--- config.mk ---
export PLATFORM = sky130hd
export DESIGN_NAME = seq_wr
export DESIGN_NICKNAME = d
export VERILOG_FILES = /design/src/rtl/seq_frame_pkg.sv /design/src/rtl/seq_piso.sv /design/src/rtl/seq_wr.sv
export SDC_FILE = /design/constraint.sdc
export NUM_CORES = 1
export LEC_CHECK = 0
export CORE_MARGIN = 5
export CORE_UTILIZATION = 39
export CTS_CLUSTER_SIZE = 40
export DETAILED_ROUTE_END_ITERATION = 10
export PLACE_DENSITY_LB_ADDON = 0.1
export RECOVER_POWER = 50
export REMOVE_ABC_BUFFERS = 1
export SETUP_SLACK_MARGIN = 0.4
export SYNTH_ARGS = -nofsm -noshare
export SYNTH_HDL_FRONTEND = slang
export SYNTH_SLANG_ARGS = --single-unit
--- constraint.sdc ---
create_clock -name clk -period 4 [get_ports clk]
set_input_delay 0.4 -clock clk [delete_from_list [all_inputs] [get_ports clk]]
set_output_delay 0.4 -clock clk [all_outputs]
set_load 0.02 [all_outputs]
--- src/rtl/seq_frame_pkg.sv ---
// Shared constants, FSM states and checksum for the serial frame link.
// Used by both the transmitter and the receiver side.
package seq_frame_pkg;

  localparam int BYTE_W       = 8;
  localparam int PAYLOAD_BITS = 40;

  typedef enum logic [1:0] {
    IDLE,
    HEAD,
    PAYLOAD,
    GAP
  } state_t;

  function automatic logic [BYTE_W-1:0] frame_checksum(
    input logic [BYTE_W-1:0] d0,
    input logic [BYTE_W-1:0] d1,
    input logic [BYTE_W-1:0] d2,
    input logic [BYTE_W-1:0] d3
  );
    return d0 + d1 + d2 + d3;
  endfunction

endpackage

--- src/rtl/seq_piso.sv ---
// 40-bit parallel-in serial-out register for the frame payload.
// MSB is presented first; shifting fills zeros from the bottom.
module seq_piso
  import seq_frame_pkg::*;
(
  input  logic                    clk,
  input  logic                    rst,
  input  logic                    i_load,
  input  logic                    i_shift,
  input  logic [PAYLOAD_BITS-1:0] i_data,
  output logic                    o_msb
);

  logic [PAYLOAD_BITS-1:0] r_sh;

  always_ff @(posedge clk) begin
    if (rst) begin
      r_sh <= '0;
    end else if (i_load) begin
      r_sh <= i_data;
    end else if (i_shift) begin
      r_sh <= {r_sh[PAYLOAD_BITS-2:0], 1'b0};
    end
  end

  assign o_msb = r_sh[PAYLOAD_BITS-1];

endmodule

--- src/rtl/seq_wr.sv ---
// Serial frame transmitter: header, four data bytes and checksum,
// all MSB first, one bit per clock, with an idle gap between frames.
module seq_wr
  import seq_frame_pkg::*;
#(
  parameter int                  HEAD_LEN   = 8,
  parameter logic [HEAD_LEN-1:0] HEAD_PAT   = 8'b1011_0001,
  parameter logic                IDLE_BIT   = 1'b0,
  parameter int                  GAP_CYCLES = 2
) (
  input  logic              clk,
  input  logic              rst,
  input  logic              in_valid,
  output logic              in_ready,
  input  logic [BYTE_W-1:0] in_data0,
  input  logic [BYTE_W-1:0] in_data1,
  input  logic [BYTE_W-1:0] in_data2,
  input  logic [BYTE_W-1:0] in_data3,
  output logic              data_out,
  output logic              tx_active,
  output logic              frame_done
);

  state_t        r_state;
  logic [5:0]    r_cnt;
  logic          r_in_ready;
  logic          r_data_out;
  logic          r_tx_active;
  logic          r_frame_done;

  logic                    w_accept;
  logic                    w_shift;
  logic                    w_msb;
  logic [5:0]              w_cnt_dec;
  logic [HEAD_LEN-1:0]     w_hpat;
  logic [PAYLOAD_BITS-1:0] w_frame;

  assign w_accept  = in_valid & r_in_ready & (r_state == IDLE);
  assign w_cnt_dec = r_cnt - 6'd1;
  assign w_hpat    = HEAD_PAT >> w_cnt_dec;
  assign w_frame   = {in_data0, in_data1, in_data2, in_data3,
                      frame_checksum(in_data0, in_data1,
                                     in_data2, in_data3)};

  // Shift on every edge that moves a payload bit onto the line.
  assign w_shift = ((r_state == HEAD) && (r_cnt == 6'd0)) ||
                   ((r_state == PAYLOAD) && (r_cnt != 6'd0));

  seq_piso u_piso (
    .clk     (clk),
    .rst     (rst),
    .i_load  (w_accept),
    .i_shift (w_shift),
    .i_data  (w_frame),
    .o_msb   (w_msb)
  );

  always_ff @(posedge clk) begin
    if (rst) begin
      r_state      <= IDLE;
      r_cnt        <= '0;
      r_in_ready   <= 1'b0;
      r_data_out   <= IDLE_BIT;
      r_tx_active  <= 1'b0;
      r_frame_done <= 1'b0;
    end else begin
      r_frame_done <= 1'b0;
      unique case (r_state)
        IDLE: begin
          r_in_ready <= 1'b1;
          if (w_accept) begin
            r_state     <= HEAD;
            r_cnt       <= 6'(HEAD_LEN - 1);
            r_data_out  <= HEAD_PAT[HEAD_LEN-1];
            r_tx_active <= 1'b1;
            r_in_ready  <= 1'b0;
          end
        end
        HEAD: begin
          if (r_cnt == 6'd0) begin
            r_state    <= PAYLOAD;
            r_cnt      <= 6'(PAYLOAD_BITS - 1);
            r_data_out <= w_msb;
          end else begin
            r_cnt      <= w_cnt_dec;
            r_data_out <= w_hpat[0];
          end
        end
        PAYLOAD: begin
          if (r_cnt == 6'd0) begin
            r_data_out  <= IDLE_BIT;
            r_tx_active <= 1'b0;
            if (GAP_CYCLES == 0) begin
              r_state    <= IDLE;
              r_in_ready <= 1'b1;
            end else begin
              r_state <= GAP;
              r_cnt   <= 6'(GAP_CYCLES - 1);
            end
          end else begin
            r_cnt        <= w_cnt_dec;
            r_data_out   <= w_msb;
            r_frame_done <= (r_cnt == 6'd1);
          end
        end
        GAP: begin
          if (r_cnt == 6'd0) begin
            r_state    <= IDLE;
            r_in_ready <= 1'b1;
          end else begin
            r_cnt <= w_cnt_dec;
          end
        end
        default: r_state <= IDLE;
      endcase
    end
  end

  assign in_ready   = r_in_ready;
  assign data_out   = r_data_out;
  assign tx_active  = r_tx_active;
  assign frame_done = r_frame_done;

endmodule

==> impl_metrics.toml, run 1 <==
[setup_path]
crit_path_frequent_cell = "fa_1"
crit_chain = "clkdlybuf4s50_1, inv_1, fa_1, fa_1, inv_1, ha_1, fa_1, a211oi_1, o21bai_1, a21oi_1, xnor2_1, a211oi_1"
crit_buf_inv = 3
slowest_stage = "fa_1"
crit_path_max_incr_delay_ps = 510
ff2ff_path_depth = 7
rr_endpoint = "u_piso.r_sh[13]"
required_ps = 4220
path_delay_family = "adder cells"
crit_type = "in2reg"
cp.depth = 12
reg2reg_slack_ps = 1230
crit_start = "in_data0[1]"
cp-endpoint = "u_piso.r_sh[7]"
worst_setup_path_start_kind = "input pin"
end_kind = "flop"
crit_fanout = 3
r2r-start = "r_cnt[0]"
worstPathArrival_ps = 3510

[hold_path]
holdCritPathClass = "reg2reg"
hold_start = "u_piso.r_sh[0]"

[synth]
ys_warn_count = 0
synth_top_area_frac = 0.3160
yosysSeqAreaShare = 0.3160
ys_top_cells_by_area = "dfxtp_1, mux2i_1, a211oi_1, fa_1, nor2_1"
synth.cell_area_mm2 = 0.003294
synth_area_per_cell_um2 = 8.977
synthDistinctLibCells = 42
synthCells = 367
ys_seq_elements = 52
yosys.area.top_type = "dfxtp_1"

[grt]
antenna_found_initial = 0
grt_max_degree = 48
grt_overflow = 0
grt_pass1_vias = 2491
grt_usage = 0.1443
grt_pass1_wl_mm = 12.00

[clocking]
clkTransAtPathRegs_ps = 90
clock_latency_ps = 300
cts_setup_buffers = 0
ctsResizeCount = 0
cts_hold_buf = 0
cts_buffers = 5
cts_tree = "done"
cts.sinks = 52
cts_buffer_depth = 2
root_buffer = "clkbuf_8"
htree_levels = 2

[place]
place.gp.congestion = 0.8052
port_buffers = 38
dp.cells = 490
dp_hpwl_mm = 5.169

[die]
dieArea_mm2 = 0.01039
io_pins = 39
fp.dieH_um = 101.9
core_mm2 = 0.008217
start_util = 0.4009
die_x_um = 101.9
num_rows = 33

[routing]
vias = 2519
wirelength_mm = 6.962
met3_length_um = 201
met1_length_mm = 3.569
via_per_inst = 5.058
antenna_left = 0
wl_per_cell_um = 13.98
first_pass_iters = 4
drc = 0
drt_iter0_drc = 81
top_layer = "met4"
route.met2.wl_mm = 3.111

[power_and_ir_drop]
p_leak_uw = 0.001741
vdd_ir_drop_max_v = 0.0002624
p_per_area_mw_per_mm2 = 643.4

[sta]
tightest_slew_ps = 1299
rsz0062_at_grt = "no"
fin_crit_sh = 0.8209
maxSlewHeadroom = 0.1341
clock-skew-final_ps = 3.871
hold_viol = 0
clock.fmax_mhz = 304.6
slew_violations = 0
hold_ws_ps = 474.6
fin_setup_tns_ps = 0
setup_viol = 0
period_needed_ps = 3284

[cells_and_area]
final_common_cell = "nor2_1"
diodes = 0
synthToLayoutAreaGrowth_pct = 14.47
final_cell_mix = "nor2_1, dfxtp_1, a211oi_1"
finalNonFillerCells = 498
drive_above_1_share = 0.04071
nets = 455

[run_status]
status = "finished clean"

[job]
cap_violations = 0
area by class of cell:
| cell class | count | area, µm² |
|---|---|---|
| Fill cell | 823 | 4446 |
| Sequential cell | 52 | 1041 |
| Tap cell | 105 | 131.4 |
| Clock buffer | 6 | 72.57 |
| Multi-Input combinational cell | 250 | 1938 |
| Timing Repair Buffer | 41 | 395.4 |
| Clock inverter | 2 | 35.03 |
| Inverter | 42 | 157.7 |
state kept, by name (all words and copies together) (netlist names):
| name | flops |
|---|---|
| u_piso.r_sh | 40 |
| r_cnt | 6 |
| r_state | 2 |
| data_out | 1 |
| frame_done | 1 |
| in_ready | 1 |
| tx_active | 1 |
logic make-up after synthesis:
logic type | Yosys count | synth area share
simple gates | 90 | 0.1272
xor+xnor | 11 | 0.02924
mux | 39 | 0.1185
buf+inv | 65 | 0.09647
fa+ha+maj | 28 | 0.1382
flops | 52 | 0.3160
compound gates | 82 | 0.1743
Yosys cell counts:
master and count:
nand4b_1 1, nand2b_1 1, xnor2_1 10, buf_6 1, o21ai_0 6, nor4_4 1
buf_12 4, a21boi_0 2, nand3b_1 1, a211oi_1 43, o311ai_0 1, clkbuf_1 17
or3_1 2, o21a_1 1, inv_1 42, fa_1 14, nor4_1 2, a41oi_1 1
a21o_1 2, nor2b_1 1, nand3_1 5, ha_1 14, nor2_2 1, nor3b_1 1
buf_2 1, a211o_2 1, a21oi_4 1, o211ai_1 3, a21oi_1 15, and3_1 2
o22ai_1 1, nor3_1 5, or4_1 3, a31oi_1 1, o21bai_1 4, nand2_2 1
mux2i_1 39, and2_1 1, nor2_1 52, xor2_1 1, dfxtp_1 52, nand2_1 10
tightest hold or removal path, stage by stage, from the launching register on:
cell,delay [ps]
dfxtp_1,320
nand3_1,60
a21oi_1,60
layer usage:
layer | track usage | up-vias
met3 | 0.02730 | 6
met4 | 0.03935 | 0
met5 | 0 | -
li1 | - | 1317
met1 | 0.2032 | 1162
met2 | 0.2274 | 34
power breakdown:
group | switching (µW) | internal [µW] | total, µW | leakage [µW]
sequential | 124 | 685 | 809 | 0.000426
clock | 173 | 186 | 359 | 0.0000552
combinational | 695 | 564 | 1260 | 0.00126
total | 991 | 1440 | 2430 | 0.00174
how the worst min path moves through the flow:
stage	end	depth (start not counted)
after floorplan	u_piso.r_sh[0]	2
after global placement	u_piso.r_sh[0]	2
after detailed placement	u_piso.r_sh[0]	2
after CTS	u_piso.r_sh[0]	2
after global routing	u_piso.r_sh[0]	2
final	u_piso.r_sh[0]	2
stage by stage:
step | total power [µW] | instance area [µm²] | setup WS (ps) | utilization
final | 2426 | 3771 | 716.5 | 0.4590
after global routing | 2651 | 3771 | 499.8 | 0.4590
after CTS | 2452 | 3776 | 725.8 | 0.4596
after detailed placement | 2073 | 3669 | 398.4 | 0.4465
after global placement | 2074 | 3669 | 437.5 | 0.4465
after floorplan | 1780 | 3134 | 793.2 | -
No activity file was read; power rests on OpenSTA's default activity.
==> inputs of run 2 (changes only) <==
- clock period: 4 -> 3.15 ns (I/O delays scaled with it)
==> run 2 against run 1 <==
Compared with the run above:
- power increased by 27%
- design area increased by 3.6%
- clock-buffer cell count decreased by 1
- sequential share of layout area decreased by 0.95 points
- wire length increased by 2.7%
- final cell count increased by 2.8%
- largest cell class unchanged
==> impl_metrics.toml, run 2 (synthesis results as in run 1) <==
[die]
core_mm2 = 0.008217
start_util = 0.4009
num_rows = 33
die_x_um = 101.9
dieArea_mm2 = 0.01039
io_pins = 39
fp.dieH_um = 101.9

[power_and_ir_drop]
p_leak_uw = 0.001841
vdd_ir_drop_max_v = 0.0003088
p_per_area_mw_per_mm2 = 786.7

[setup_path]
required_ps = 3370
crit_path_frequent_cell = "fa_1"
crit_path_max_incr_delay_ps = 510
crit_fanout = 3
crit_type = "in2reg"
worst_setup_path_start_kind = "input pin"
end_kind = "flop"
slowest_stage = "fa_1"
worstPathArrival_ps = 2890
crit_chain = "clkbuf_2, inv_2, fa_1, fa_1, inv_1, ha_2, fa_2, a211oi_2, o21bai_1, a21oi_1, xnor2_1, a211oi_1"

[cells_and_area]
top_regs = "u_piso.r_sh x40, r_cnt x6, r_state x2"
nets = 470
final_common_cell = "nor2_1"
top_register = "u_piso.r_sh"
nFillCells = 811
seq_area_mm2 = 0.001041
drive_above_1_share = 0.1130
final_cell_area_mm2 = 0.003906
synthToLayoutAreaGrowth_pct = 18.57
largest_reg_flops = 40
diodes = 0
multi_input_area_mm2 = 0.001994
finalNonFillerCells = 512
final_cell_mix = "nor2_1, dfxtp_1, a211oi_1"

[sta]
hold_viol = 0
fin_crit_sh = 0.8466
clock-skew-final_ps = 8.665
setup_viol = 0
maxSlewHeadroom = 0.3734
slew_violations = 0
tightest_slew_ps = 939.9
rsz0062_at_grt = "no"
period_needed_ps = 2667
hold_ws_ps = 350.6
clock.fmax_mhz = 375.0
fin_ws_ps = 483.4
fin_setup_tns_ps = 0

[clocking]
cts_buffer_depth = 2
cts_buffers = 5
cts.sinks = 52
clock_latency_ps = 300
root_buffer = "clkbuf_8"
htree_levels = 2
cts_tree = "done"
clkTransAtPathRegs_ps = 90

[place]
place_area_mm2 = 0.003786
port_buffers = 38
dp_hpwl_mm = 5.282
place_ws_ps = -300.0
dp.cells = 504
place.gp.congestion = 0.8315

[job]
cap_violations = 0

[grt]
grt_overflow = 0
grt_max_degree = 42
grt_pass1_wl_mm = 12.18
antenna_found_initial = 0
grt_usage = 0.1441
grt_pass1_vias = 2599

[routing]
vias = 2595
antenna_left = 0
drt_iter0_drc = 89
drc = 0
first_pass_iters = 4
via_per_inst = 5.068
wirelength_mm = 7.148
wl_per_cell_um = 13.96

[hold_path]
holdCritPathClass = "in2reg"

[run_status]
status = "finished clean"
-- run 2: changes by cell type in the layout (fill, tap and decap cells not counted), sizes merged --
cell,delta
bufinv,-1
clkbuf,+3
dlygate4sd2,+7
clkinvlp,+1
buf,+15
clkdlybuf4s50,-15
dlymetal6s2s,+4
-- run 2: routing by layer --
layer	track usage	vias up	wire [µm]
met4	0.02422	0	23
met3	0.02457	2	160
met2	0.2339	30	3269
met5	0	-	0
li1	-	1350	-
met1	0.2056	1213	3694
-- run 2: final timing paths --
check / cells after the start / slack [ps] / startpoint / endpoint
max: 12 / 480 / in_data0[1] / u_piso.r_sh[7]
min: 3 / 350 / in_data0[2] / u_piso.r_sh[34]
max reg2reg: 6 / 490 / r_state[0] / u_piso.r_sh[4]
min reg2reg: 2 / 480 / u_piso.r_sh[0] / u_piso.r_sh[0]
-- run 2: power breakdown --
part	total [µW]	internal [µW]	switching, µW
Combinational	1670	772	902
Sequential	1030	870	158
Clock	371	151	220
-- run 2: timing repair --
item	CTS	global route
buffers inserted	0	1
gates cloned	0	0
setup endpoints to repair	5	3
hold buffers	0	0
pin swaps	16	11
resized for setup	21	17
-- run 2: critical path, delay by kind of cell --
kind	cells	cell delay, ps
AO/OA/AOI/OAI	4	690
XOR/XNOR	1	80
adder cells (fa/ha/maj)	4	1610
buffers and inverters	3	180
-- run 2: area by class of cell --
class | count | area share
inverter | 42 | 0.04036
sequential | 52 | 0.2665
multi-input combinational | 250 | 0.5106
tap | 105 | 0.03363
clock inverter | 2 | 0.003203
clock buffer | 5 | 0.01762
timing repair buffer | 56 | 0.1281
-- run 2: through the flow --
step | total power (µW) | utilization
global route | 3339 | 0.4754
CTS | 3114 | 0.4759
finish | 3073 | 0.4754
floorplan | 2261 | -
global placement | 2679 | 0.4608
detailed placement | 2686 | 0.4608
==> inputs of run 3 (changes only) <==
- clock period: 3.15 -> 2.5 ns (I/O delays scaled with it)
==> run 3 against run 2 <==
Compared with the run above:
- critical path depth is the same
- final cell count is 2.5% higher
- design area is 5.2% higher
- largest cell class unchanged
- worst setup slack worse by 360 ps
- highest routed layer unchanged
- sequential cell count is the same
- register-to-register slack worse by 320 ps
==> impl_metrics.toml, run 3 (synthesis results as in run 1) <==
[setup_path]
crit_fanout = 3
reg2reg_slack_ps = 170
rr_endpoint = "u_piso.r_sh[31]"
crit_type = "in2reg"
end_kind = "flop"
r2r-start = "r_cnt[2]"
worstPathArrival_ps = 2600
ff2ff_path_depth = 6
required_ps = 2720
worst_setup_path_start_kind = "input pin"

[clocking]
clock_latency_ps = 300
root_buffer = "clkbuf_8"
htree_levels = 2
clkTransAtPathRegs_ps = 90
cts_buffers = 5
cts_tree = "done"
cts_hold_buf = 0
cts_buffer_depth = 2
cts.sinks = 52

[sta]
hold_ws_ps = 221.2
tightest_slew_ps = 718.5
setup_viol = 0
clock.fmax_mhz = 420.5
maxSlewHeadroom = 0.5210
hold_viol = 0
clock-skew-final_ps = 4.162
fin_setup_tns_ps = 0
period_needed_ps = 2378
fin_crit_sh = 0.9513
slew_violations = 0
rsz0062_at_grt = "yes"

[grt]
grt_pass1_vias = 2662
grt_usage = 0.1520
antenna_found_initial = 0
grt_pass1_wl_mm = 12.74
grt_overflow = 0
grt_max_degree = 42

[routing]
antenna_left = 0
drt_iter0_drc = 76
wirelength_mm = 7.304
drc = 0
first_pass_iters = 5
via_per_inst = 4.966
wl_per_cell_um = 13.91
vias = 2607

[die]
num_rows = 33
start_util = 0.4009
io_pins = 39
dieArea_mm2 = 0.01039
die_x_um = 101.9
fp.dieH_um = 101.9
core_mm2 = 0.008217

[run_status]
status = "finished clean"

[job]
cap_violations = 0

[power_and_ir_drop]
p_per_area_mw_per_mm2 = 1015
vdd_ir_drop_max_v = 0.0003449
p_leak_uw = 0.001909
p_total_uw = 4169

[hold_path]
hold_start = "in_data0[4]"
holdCritPathClass = "in2reg"
min_to = "u_piso.r_sh[36]"
min_path_cells = 3

[cells_and_area]
top_register = "u_piso.r_sh"
finalCoreUtilization = 0.5001
diodes = 0
final_common_cell = "nor2_1"
final_cell_mix = "nor2_1, dfxtp_1, a211oi_1"
largest_reg_flops = 40
drive_above_1_share = 0.2095
synthToLayoutAreaGrowth_pct = 24.72
top_regs = "u_piso.r_sh x40, r_cnt x6, r_state x2"
nets = 483

[place]
dp_hpwl_mm = 5.356
port_buffers = 38
place.gp.congestion = 0.8245
==> run 3: cell types whose count changed in the layout (fill, tap and decap cells not counted), sizes merged <==
cell	previous run	this run
buf	18	43
bufinv	0	2
clkbuf	10	6
clkdlybuf4s15	0	2
clkdlybuf4s50	18	10
clkinv	1	0
clkinvlp	1	0
dlygate4sd2	7	9
dlymetal6s2s	4	0
==> run 3: worst max-delay path by stage <==
stage | from | endpoint | slack (ps) | cells past startpoint
finish | in_data0[1] | u_piso.r_sh[7] | 120 | 12
global placement | in_data0[1] | u_piso.r_sh[7] | -880 | 12
global route | in_data0[1] | u_piso.r_sh[7] | -20 | 12
floorplan | r_state[0] | u_piso.r_sh[6] | -710 | 5
detailed placement | in_data0[1] | u_piso.r_sh[7] | -890 | 12
CTS | in_data0[1] | u_piso.r_sh[7] | 130 | 12
==> run 3: timing repair <==
item	4_1_cts	5_1_grt
resized for setup	106	5
hold endpoints to repair	0	0
endpoints found under the setup margin	7	40
buffers inserted	3	1
pin swaps	34	7
==> run 3: layout make-up <==
class | instances | area (µm²)
timing repair buffer | 69 | 614.3
inverter | 42 | 160.2
clock buffer | 5 | 68.82
clock inverter | 2 | 60.06
sequential | 52 | 1042
fill | 839 | 4108
multi-input combinational | 250 | 2032
tap | 105 | 131.4
==> run 3: worst max-delay path: stages <==
cell and delay (ps):
buf_6 70, inv_2 30, fa_1 480, fa_1 510, inv_2 50, ha_4 160
fa_2 380, a211oi_2 180, o21bai_1 90, a21oi_2 140, xnor2_1 80, a211oi_1 180
==> run 3: metrics by stage <==
stage,setup slack (ps),cell area (µm²),cells
global placement,-880.5,3874,514
finish,121.7,4109,525
global route,-15.72,4109,525
detailed placement,-888.6,3874,514
CTS,129.1,4104,524
floorplan,-706.8,3134,344
==> run 3: power breakdown <==
group	switching, µW	total (µW)	internal, µW
Combinational	1170	2200	1030
Clock	280	674	394
Sequential	201	1300	1100
Total	1650	4170	2520
==> run 3: per-layer routing <==
metal / vias to the layer above / global-route usage / share of wire
met2: 29 / 0.2505 / 0.46
met3: 6 / 0.02730 / 0.029
li1: 1375 / - / -
met5: - / 0 / 0
met4: 0 / 0.03330 / 0.0094
met1: 1197 / 0.2095 / 0.50
==> edit (config.mk and constraints of run 3) <==
Change the parameter `IDLE_BIT` from 1'b0 to 1'b1.
--- a/src/rtl/seq_wr.sv
+++ b/src/rtl/seq_wr.sv
@@ -6,5 +6,5 @@
   parameter int                  HEAD_LEN   = 8,
   parameter logic [HEAD_LEN-1:0] HEAD_PAT   = 8'b1011_0001,
-  parameter logic                IDLE_BIT   = 1'b0,
+  parameter logic                IDLE_BIT   = 1'b1,
   parameter int                  GAP_CYCLES = 2
 ) (
Check against the original RTL: not equivalent (Yosys sat finds a counterexample within 4 cycles, from zero or initial values and one cycle with rst high).
==> edit against run 3 <==
  * Cell count is 0.95% lower
  * Area after synthesis down 0.49%
  * Clock power fell by 32%
  * Worst setup slack got worse by 94 ps
  * Power shrank 2.5%
  * Via count is 0.46% lower
  * Largest cell class unchanged
  * Largest power group unchanged
  * Register-to-register slack improved by 370 ps
  * Sequential power hardly changed
  * Non-clock buffer count shrank 2
  * Wire length grew 0.93%
  * Final area down 0.73%
  * Critical endpoint unchanged
  * Sequential cell count did not move
  * Hold slack improved by 9.8 ps
==> edit: results <==
set metrics [dict create \
    min_to "u_piso.r_sh[27]$_SDFFE_PP0P_" \
    p_leak_nw 1.890 \
    swShare_pct 40.84 \
    crit_start "in_data2[1]" \
    arrival_ps 2670 \
    dp.cells 506 \
    rr_startpoint "r_cnt[3]$_SDFFE_PP0P_" \
    post_drt_wl_per_cell_um 14.18 \
    timing.reg2reg.setup_slack_ps 540 \
    slowest_stage "fa_1" \
    grt_pass1_wl_um 12600 \
    placed_area_mm2 0.003844 \
    slew_headroom_pct 70.76 \
    synth_top_cells_by_count "dfxtp_1, inv_1, mux2i_1, nor2_1, a211oi_1" \
    fin_ws_ps 27.19 \
    crit_fanout 2 \
    outcome "complete, no violations" \
    synth_seq_area_share_pct 31.76 \
    gp_congestion 0.8035 \
    drt-pass1-iter-count 4 \
    first_global_vias 2625 \
    ys_types 46 \
    place_ws_ps -949.5 \
    ir_drop_mv 0.4287 \
    r2r-end "u_piso.r_sh[23]$_SDFFE_PP0P_" \
    cts_setup_buffers 7 \
    grt_usage_pct 15.19 \
    dp.final_hpwl_um 5432 \
    viasPerCell 4.990 \
    grt_max_degree 58 \
    p_total_mw 4.066 \
    sequentialPowerShare_pct 31.9 \
    num-fill-cells 791 \
    synthTopCellsByArea "dfxtp_1, mux2i_1, fa_1" \
    min_from "in_data1[3]" \
    fin_worst_skew_ps 4.142 \
    drive_above_1_share_pct 21.20 \
    syn_area_per_cell_um2 8.981 \
]
edit: logic make-up (layout without fill, tap and decap cells):
| group | count (synthesis) | in the layout | share of synthesized area (%) |
|---|---|---|---|
| AOI/OAI and AO/OA | 88 | 88 | 17.63 |
| and+or+nand+nor | 81 | 81 | 12.37 |
| DFF | 52 | 52 | 31.76 |
| buffers and inverters | 66 | 116 | 9.504 |
| adders and majority gates | 28 | 28 | 13.89 |
| xor gates and xnor gates | 11 | 11 | 2.939 |
| muxes | 39 | 39 | 11.91 |
edit: layout make-up:
class / instances / area, um^2 / share of cell area, %
Clock buffer: 6 / 72.57 / 1.779
Clock inverter: 1 / 5.005 / 0.1227
Inverter: 42 / 157.7 / 3.865
Multi-Input combinational cell: 247 / 2036 / 49.91
Sequential cell: 52 / 1042 / 25.55
Tap cell: 105 / 131.4 / 3.221
Timing Repair Buffer: 67 / 634.4 / 15.55
edit: routing by layer:
metal	global-route usage, %	share of wire [%]
met5	0	0
met4	3.374	1.0
met3	2.893	3.3
met2	23.99	44
met1	21.57	51
